<file path="src/rtl/bloke2b_digest_sink.sv">
`default_nettype none
// ============================================================================
//  Module   : bloke2b_digest_sink
//  Purpose  : Receiving end of the bloke2b byte-serial output stream. Shifts
//             incoming digest bytes into a right-aligned parallel register,
//             counts them (saturating), flags overflow, and on end-of-message
//             registers a compare against an expected digest/length.
//  Ports    : clk, rst              - clock, synchronous active-high reset
//             start                 - clears the sink and arms capture
//             din/din_valid/din_end - core output stream (no backpressure)
//             exp_digest, exp_len   - expected digest (right-aligned) / length
//             digest, byte_count    - captured digest / accepted byte count
//             busy, done, match     - collecting / finished / compare result
//             overflow              - sticky, more than DIGEST_BYTES received
//  Revision : 1.0 - initial release
// ============================================================================
module bloke2b_digest_sink #(
   parameter int DIGEST_BYTES = 64,
   parameter int CNT_W        = 7
) (
   input  logic                      clk,
   input  logic                      rst,
   input  logic                      start,
   input  logic [7:0]                din,
   input  logic                      din_valid,
   input  logic                      din_end,
   input  logic [8*DIGEST_BYTES-1:0] exp_digest,
   input  logic [CNT_W-1:0]          exp_len,
   output logic [8*DIGEST_BYTES-1:0] digest,
   output logic [CNT_W-1:0]          byte_count,
   output logic                      busy,
   output logic                      done,
   output logic                      match,
   output logic                      overflow
);

   localparam int               W       = 8 * DIGEST_BYTES;
   localparam logic [CNT_W-1:0] MAX_CNT = CNT_W'(DIGEST_BYTES);

   typedef enum logic [1:0] {
      S_IDLE    = 2'd0,
      S_COLLECT = 2'd1,
      S_DONE    = 2'd2
   } state_t;

   state_t state;

   // Values the capture registers take at this edge if a byte is accepted.
   // The compare uses them so a byte arriving with din_end is included.
   logic [W-1:0]            cap_digest;
   logic [CNT_W-1:0]        cap_count;
   logic                    cap_ovf;
   logic                    cap_match;
   logic                    len_ok;
   logic                    bytes_eq;
   logic [DIGEST_BYTES-1:0] byte_en;
   logic [W-1:0]            len_mask;

   // Only the low exp_len bytes take part in the compare.
   generate
      for (genvar i = 0; i < DIGEST_BYTES; i++) begin : g_mask
         assign byte_en[i]         = (exp_len > CNT_W'(i));
         assign len_mask[8*i +: 8] = {8{byte_en[i]}};
      end
   endgenerate

   always_comb begin
      cap_digest = digest;
      cap_count  = byte_count;
      cap_ovf    = overflow;
      if (din_valid) begin
         cap_digest = {digest[W-9:0], din};
         if (byte_count < MAX_CNT) begin
            cap_count = byte_count + CNT_W'(1);
         end else begin
            // Register already full: oldest byte falls off the top.
            cap_ovf = 1'b1;
         end
      end
      len_ok    = (exp_len != '0) && (exp_len <= MAX_CNT);
      bytes_eq  = ((cap_digest ^ exp_digest) & len_mask) == '0;
      cap_match = len_ok && (cap_count == exp_len) && bytes_eq && !cap_ovf;
   end

   always_ff @(posedge clk) begin
      if (rst) begin
         state      <= S_IDLE;
         digest     <= '0;
         byte_count <= '0;
         overflow   <= 1'b0;
         busy       <= 1'b0;
         done       <= 1'b0;
         match      <= 1'b0;
      end else if (start) begin
         // start outranks din_valid/din_end in every state, including an
         // abort of a message still being collected.
         state      <= S_COLLECT;
         digest     <= '0;
         byte_count <= '0;
         overflow   <= 1'b0;
         busy       <= 1'b1;
         done       <= 1'b0;
         match      <= 1'b0;
      end else begin
         case (state)
            S_COLLECT: begin
               digest     <= cap_digest;
               byte_count <= cap_count;
               overflow   <= cap_ovf;
               if (din_end) begin
                  state <= S_DONE;
                  busy  <= 1'b0;
                  done  <= 1'b1;
                  match <= cap_match;
               end
            end
            S_IDLE, S_DONE: begin
               // Stream inputs ignored; all outputs hold.
            end
            default: begin
               state <= S_IDLE;
               busy  <= 1'b0;
               done  <= 1'b0;
               match <= 1'b0;
            end
         endcase
      end
   end

endmodule
`default_nettype wire

</file>
<file path="config.mk">
export PLATFORM = sky130hd
export DESIGN_NAME = bloke2b_digest_sink
export DESIGN_NICKNAME = d
export VERILOG_FILES = /design/src/rtl/bloke2b_digest_sink.sv
export SDC_FILE = /design/constraint.sdc
export NUM_CORES = 1
export LEC_CHECK = 0
export ABC_AREA = 1
export CAP_MARGIN = 10
export CELL_PAD_IN_SITES_DETAIL_PLACEMENT = 1
export CELL_PAD_IN_SITES_GLOBAL_PLACEMENT = 1
export CORE_AREA = 2 2 408 410
export CTS_CLUSTER_SIZE = 10
export DETAILED_ROUTE_END_ITERATION = 10
export DIE_AREA = 0 0 410 412
export MAX_ROUTING_LAYER = met4
export PLACE_DENSITY = 0.67
export SKIP_LAST_GASP = 1
export SYNTH_ARGS = -nofsm -noshare
export SYNTH_HDL_FRONTEND = slang
export SYNTH_SLANG_ARGS = --single-unit
</file>
<file path="constraint.sdc">
create_clock -name clk -period 3.2 [get_ports clk]
set_clock_uncertainty 0.15 [all_clocks]
set_input_delay 0.64 -clock clk [delete_from_list [all_inputs] [get_ports clk]]
set_output_delay 0.64 -clock clk [all_outputs]
set_load 0.05 [all_outputs]
</file>
==> metrics.cfg, run 1 <==
[sta]
fin_hold_ws_ns = 0.267
grt_setup_unrepaired = false
tns_ns = 0
tightest_slew_ns = 0.812
slew_viol_final = 0
setup_viol_count_final = 0
slew_headroom_pct = 45.7
fin_crit_ns = 3.00
fmaxAchievable_mhz = 333
period_share_pct = 93.8
finalHoldViolCount = 0

[cells_and_area]
final_cell_mix = 2506 x nand2_1, 1041 x clkdlybuf4s50_1, 625 x o21ai_0
final_nets = 7570
fillers = 20840
design_area_um2 = 52700
final_common_cell = nand2_1
drive_above_1_share_pct = 7.30
areaGrowthSynthToFinish_pct = 52.1
utilization_pct = 32.1

[critical_path]
worstPathCellList = clkdlybuf4s50_1
rr_worst_depth = 14
crit_family = buffers and inverters
critPathKind = register to output pin
cp.arrival_ns = 2.21
critical_path.max_fanout = 4
start_kind = register
cp_num_cells = 1
critPathMaxStageDelay_ns = 1.02
end_kind = output pin
path_buf_inv = 1
cp_slowest_cell = clkdlybuf4s50_1
required_ns = 2.41

[clocking]
cts_sinks = 523
post_cts_resized = 0
cts_hold_buf = 0
clock_path_buffers = 3
cts-root-buf = clkbuf_16
clkTransAtPathRegs_ns = 0.06
postCtsSetupBuffers = 0
insertion_delay_ns = 0.68
numCtsBuffers = 76
cts_tree = yes
htree_levels = 3

[detailed_routing]
dr.pass1.iters = 5
wl_um = 216000
post_drt_via_cell_ratio = 4.80
ant_nets = 0
drc_errors = 0
wl_per_cell_um = 23.0
drtIter0Drc = 2555
vias = 44930

[synth]
ys_ff_latch = 523
syn-cell-area_um2 = 34600
yosysWarnings = 0
synthCells = 5838
synth-seq-area-share_pct = 30.3
synth_edf_count = 0
ys.flop_type = dfxtp_1
synth_area_per_cell_um2 = 5.93
async_flop_share_pct = 0
synth_nets = 6371
synthDistinctLibCells = 39

[floorplanning]
rows = 149
ios = 1055
initial_core_util_pct = 21.1
die_y_um = 412
core-area_um2 = 164000
die_area_um2 = 169000
die_x_um = 410

[power_and_ir_drop]
p_leak_nw = 22.3
ir_drop_uv = 353
power.density_nw_per_um2 = 400

[grt]
grt_pass1_wl_um = 307000
grt_usage_pct = 25.1
grt_pass1_vias = 45431
grt_overflow = 0
grt_max_degree = 176
antenna_found_initial = 91

[placed_design]
io_buffers = 1054
post_dp_cell_area_um2 = 49900
hpwlAfterDp_um = 174000
gp_congestion = 0.929

[min_path]
holdPathStages = 4
min_path_type = primary input to register

[status]
outcome = finished clean

[flow_run]
cap_violations = 0

## report_power, final
group          internal, W  switching [W]  total (W)  leakage [nW]
Clock              0.00526        0.00373    0.00899          1.25
Combinational      0.00194        0.00302    0.00496          16.8
Sequential         0.00675       0.000361    0.00711          4.25
Total               0.0140        0.00712     0.0211          22.3
## through the flow
stage / instances / setup WS [ns] / power (W)
5_1_grt: 9359 / 0.119 / 0.0220
6_report: 9364 / 0.198 / 0.0211
3_5_place_dp: 9148 / -0.417 / 0.0122
2_1_floorplan: 5838 / 0.737 / 0.00976
4_1_cts: 9283 / 0.118 / 0.0213
3_3_place_gp: 9148 / -0.421 / 0.0121
## metal layers
metal  vias up  GRT usage (%)  routed length, µm
met2      1161           42.8             106000
met3       314           5.63              13200
met5         -              -                  0
met4         0           11.0               9290
li1      21671              -                  -
met1     21784           28.1              87400
## synthesized netlist by cell type, types with 5 or more instances
master | count | area [µm²]
nand2_1 | 2506 | 9410
o21ai_0 | 626 | 3130
dfxtp_1 | 523 | 10500
inv_1 | 442 | 1660
a31oi_1 | 388 | 2430
nand3_1 | 259 | 1300
nand3b_1 | 243 | 1820
nor2_1 | 221 | 830
clkbuf_1 | 169 | 634
a21oi_1 | 114 | 571
buf_2 | 86 | 430
xnor2_1 | 52 | 455
o21ai_1 | 40 | 200
xor2_1 | 26 | 228
a211oi_1 | 25 | 188
buf_4 | 24 | 180
or2_1 | 18 | 113
buf_6 | 13 | 146
nand4_1 | 11 | 68.8
a21o_1 | 8 | 60.1
or2_2 | 8 | 50.1
a21boi_0 | 6 | 45.0
buf_1 | 5 | 18.8
## worst reg2reg max path: stages (launching register included)
cell and delay (ns):
dfxtp_1 0.55, inv_1 0.09, o21ai_1 0.35, inv_1 0.11, nand2_1 0.08, a21oi_1 0.06
nor2_1 0.11, nand2_1 0.06, nor2_1 0.13, nand2_1 0.14, nor2_1 0.12, nand3_1 0.16
nor2_1 0.12, nand2_1 0.07, a21oi_2 0.10
## sequential cells by signal, summed over array words and instances, names as in the netlist
signal / count
overflow: 1
busy: 1
byte_count: 7
digest: 512
match: 1
done: 1
## path summary, 6_finish.rpt
path,from,end,slack [ns]
max reg2reg,digest[193],match,0.74
min,din_valid,digest[245],0.27
max,digest[249],digest[249],0.20
min reg2reg,digest[59],digest[59],0.34
## cells by family (layout without fill, tap and decap cells)
kind of cell,count (synthesis),in the layout,share of synthesized area [%]
AND/OR/NAND/NOR,3276,3276,39.5
XOR/XNOR,78,78,1.97
other,0,81,0
buffers and inverters,744,2000,8.92
adder cells (fa/ha/maj),1,1,0.0361
flip-flops,523,523,30.3
AO/OA/AOI/OAI,1216,1216,19.4
## area by class of cell
class                   instances  area [µm²]  share of cell area (%)
clock buffers                 115        2240                    4.25
repair buffers               1418       13900                    26.5
flip-flops and latches        523       10500                    19.9
multi-input cells            4571       21100                    40.0
diodes                         81         203                   0.385
inverters                     447        1690                    3.20
well taps                    2189        2740                    5.20
clock inverters                20         309                   0.587
Power figures use the tool's default switching activity.
==> run 2: changes to the inputs <==
Settings changed: RECOVER_POWER set to 50.
==> run 2 against run 1 <==
  * Utilization is 0.055 points lower
  * Die area stayed put
  * Fmax hardly changed
  * Largest cell class unchanged
  * Highest routed layer unchanged
==> metrics.cfg, run 2 (synthesized netlist as in run 1, its figures left out) <==
[sta]
tightest_slew_ns = 1.17  ; +0.353 ns
fin_ws_ns = 0.199  ; +0.000194 ns
slew_viol_final = 0  ; unchanged
fin_crit_ns = 3.00  ; -0.000194 ns
fin_hold_ws_ns = 0.265  ; -0.00223 ns
setup_viol_count_final = 0  ; unchanged
fmaxAchievable_mhz = 333  ; about the same
finalHoldViolCount = 0  ; unchanged
slew_headroom_pct = 22.6  ; -23 points
period_share_pct = 93.8  ; about the same
grt_setup_unrepaired = false

[cells_and_area]
utilization_pct = 32.0  ; -0.055 points
final_cell_mix = 2506 x nand2_1, 1041 x clkdlybuf4s50_1, 625 x o21ai_0
regArea_um2 = 10500  ; unchanged
final_nets = 7570  ; unchanged
areaGrowthSynthToFinish_pct = 51.9
final_common_cell = nand2_1
drive_above_1_share_pct = 7.10  ; -0.20 points
final_cell_count_no_fill = 9366  ; +0.021%
top_register = digest
largestRegisters = digest x512, byte_count x7
fillers = 20846  ; +0.029%
multi_input_area_um2 = 21100  ; about the same
design_area_um2 = 52600  ; -0.17%
largest_register_ffs = 512  ; unchanged

[grt]
grt_pass1_vias = 45431  ; unchanged
grt_max_degree = 176  ; unchanged
grt_usage_pct = 25.1  ; unchanged
met3_usage_pct = 5.63  ; unchanged
grt_util_met2_pct = 42.8  ; unchanged
use_met1_pct = 28.1  ; unchanged
grt_overflow = 0  ; unchanged
busiest_layer = met2
grt_pass1_wl_um = 307000  ; unchanged
antenna_found_initial = 91  ; unchanged

[detailed_routing]
vias = 44918  ; -0.027%
drc_errors = 0  ; unchanged
dr.pass1.iters = 5  ; unchanged
wl_per_cell_um = 23.0  ; about the same
wl_um = 216000  ; about the same
ant_nets = 0  ; unchanged
drtIter0Drc = 2623  ; +2.7%
post_drt_via_cell_ratio = 4.80  ; about the same

[power_and_ir_drop]
swShare_pct = 33.8  ; about the same
p_leak_nw = 22.2  ; -0.30%
pwr-share-clk_pct = 42.7  ; about the same
power_switching_w = 0.00711  ; about the same
internal_power_w = 0.0139  ; about the same
ir_drop_uv = 353  ; about the same
power.density_nw_per_um2 = 401  ; about the same
comb_power_share_pct = 23.5  ; about the same
seq_power_share_pct = 33.8  ; about the same

[floorplanning]
die_area_um2 = 169000  ; unchanged
die_y_um = 412  ; unchanged
core-area_um2 = 164000  ; unchanged
die_x_um = 410  ; unchanged
initial_core_util_pct = 21.1  ; unchanged
ios = 1055  ; unchanged
rows = 149  ; unchanged

[critical_path]
cp.arrival_ns = 2.21  ; about the same
crit_family = buffers and inverters
worstPathCellList = clkdlybuf4s50_1
path_buf_inv = 1  ; unchanged
start_kind = register
critical_path.max_fanout = 4  ; unchanged
critPathKind = register to output pin
end_kind = output pin
r2r_setup_slack_ns = 0.40  ; -0.34 ns
critPathMaxStageDelay_ns = 1.03  ; about the same
required_ns = 2.41  ; about the same
cp_slowest_cell = clkdlybuf4s50_1

[placed_design]
io_buffers = 1054  ; unchanged
pre_cts_slack_ns = -0.417  ; unchanged
gp_congestion = 0.929  ; unchanged
dp.cells = 9148  ; unchanged
post_dp_cell_area_um2 = 49900  ; unchanged
hpwlAfterDp_um = 174000  ; unchanged

[clocking]
htree_levels = 3  ; unchanged
cts-root-buf = clkbuf_16
cts_sinks = 523  ; unchanged
cts_hold_buf = 0  ; unchanged
clock_path_buffers = 3  ; unchanged
clkTransAtPathRegs_ns = 0.06  ; about the same
insertion_delay_ns = 0.67  ; about the same
postCtsSetupBuffers = 0  ; unchanged
post_cts_resized = 0  ; unchanged
cts_tree = yes
numCtsBuffers = 76  ; unchanged

[flow_run]
cap_violations = 0  ; unchanged

[status]
outcome = finished clean

[min_path]
min_path_type = primary input to register

run 2: cell count changes in the layout (fill, tap and decap cells not counted), sizes merged:
cell / change
buf: -20
clkbuf: +20
diode: +2
run 2: metal layers:
metal	up-vias	wire length (µm)
met5	-	0
met4	0	9400
met3	314	12900
met2	1157	106000
met1	21764	87400
li1	21683	-
run 2: cell type report:
class,count,area share (%)
tap,2189,5.21
clock buffer,115,4.26
multi-input combinational,4571,40.1
antenna,83,0.395
clock inverter,20,0.588
timing repair buffer,1418,26.3
sequential,523,19.9
inverter,447,3.21
run 2: path summary, 6_finish.rpt:
check / start / to / depth (start not counted)
hold / removal: din_valid / digest[245] / 4
hold reg to reg: done / done / 2
setup / recovery: digest[249] / digest[249] / 1
setup reg to reg: busy / digest[247] / 6
run 2: stage by stage:
step / setup TNS, ns / total power, W
floorplan: 0 / 0.00976
global placement: -0.421 / 0.0121
detailed placement: -0.417 / 0.0122
CTS: 0 / 0.0213
global route: 0 / 0.0220
finish: 0 / 0.0211
run 2: power by group through the flow:
| stage | registers (W) | logic (W) | clock network (W) |
|---|---|---|---|
| floorplan | 0.00789 | 0.00186 | 0 |
| global placement | 0.00724 | 0.00489 | 0 |
| detailed placement | 0.00725 | 0.00497 | 0 |
| CTS | 0.00711 | 0.00499 | 0.00922 |
| global route | 0.00714 | 0.00535 | 0.00947 |
| finish | 0.00711 | 0.00495 | 0.00899 |
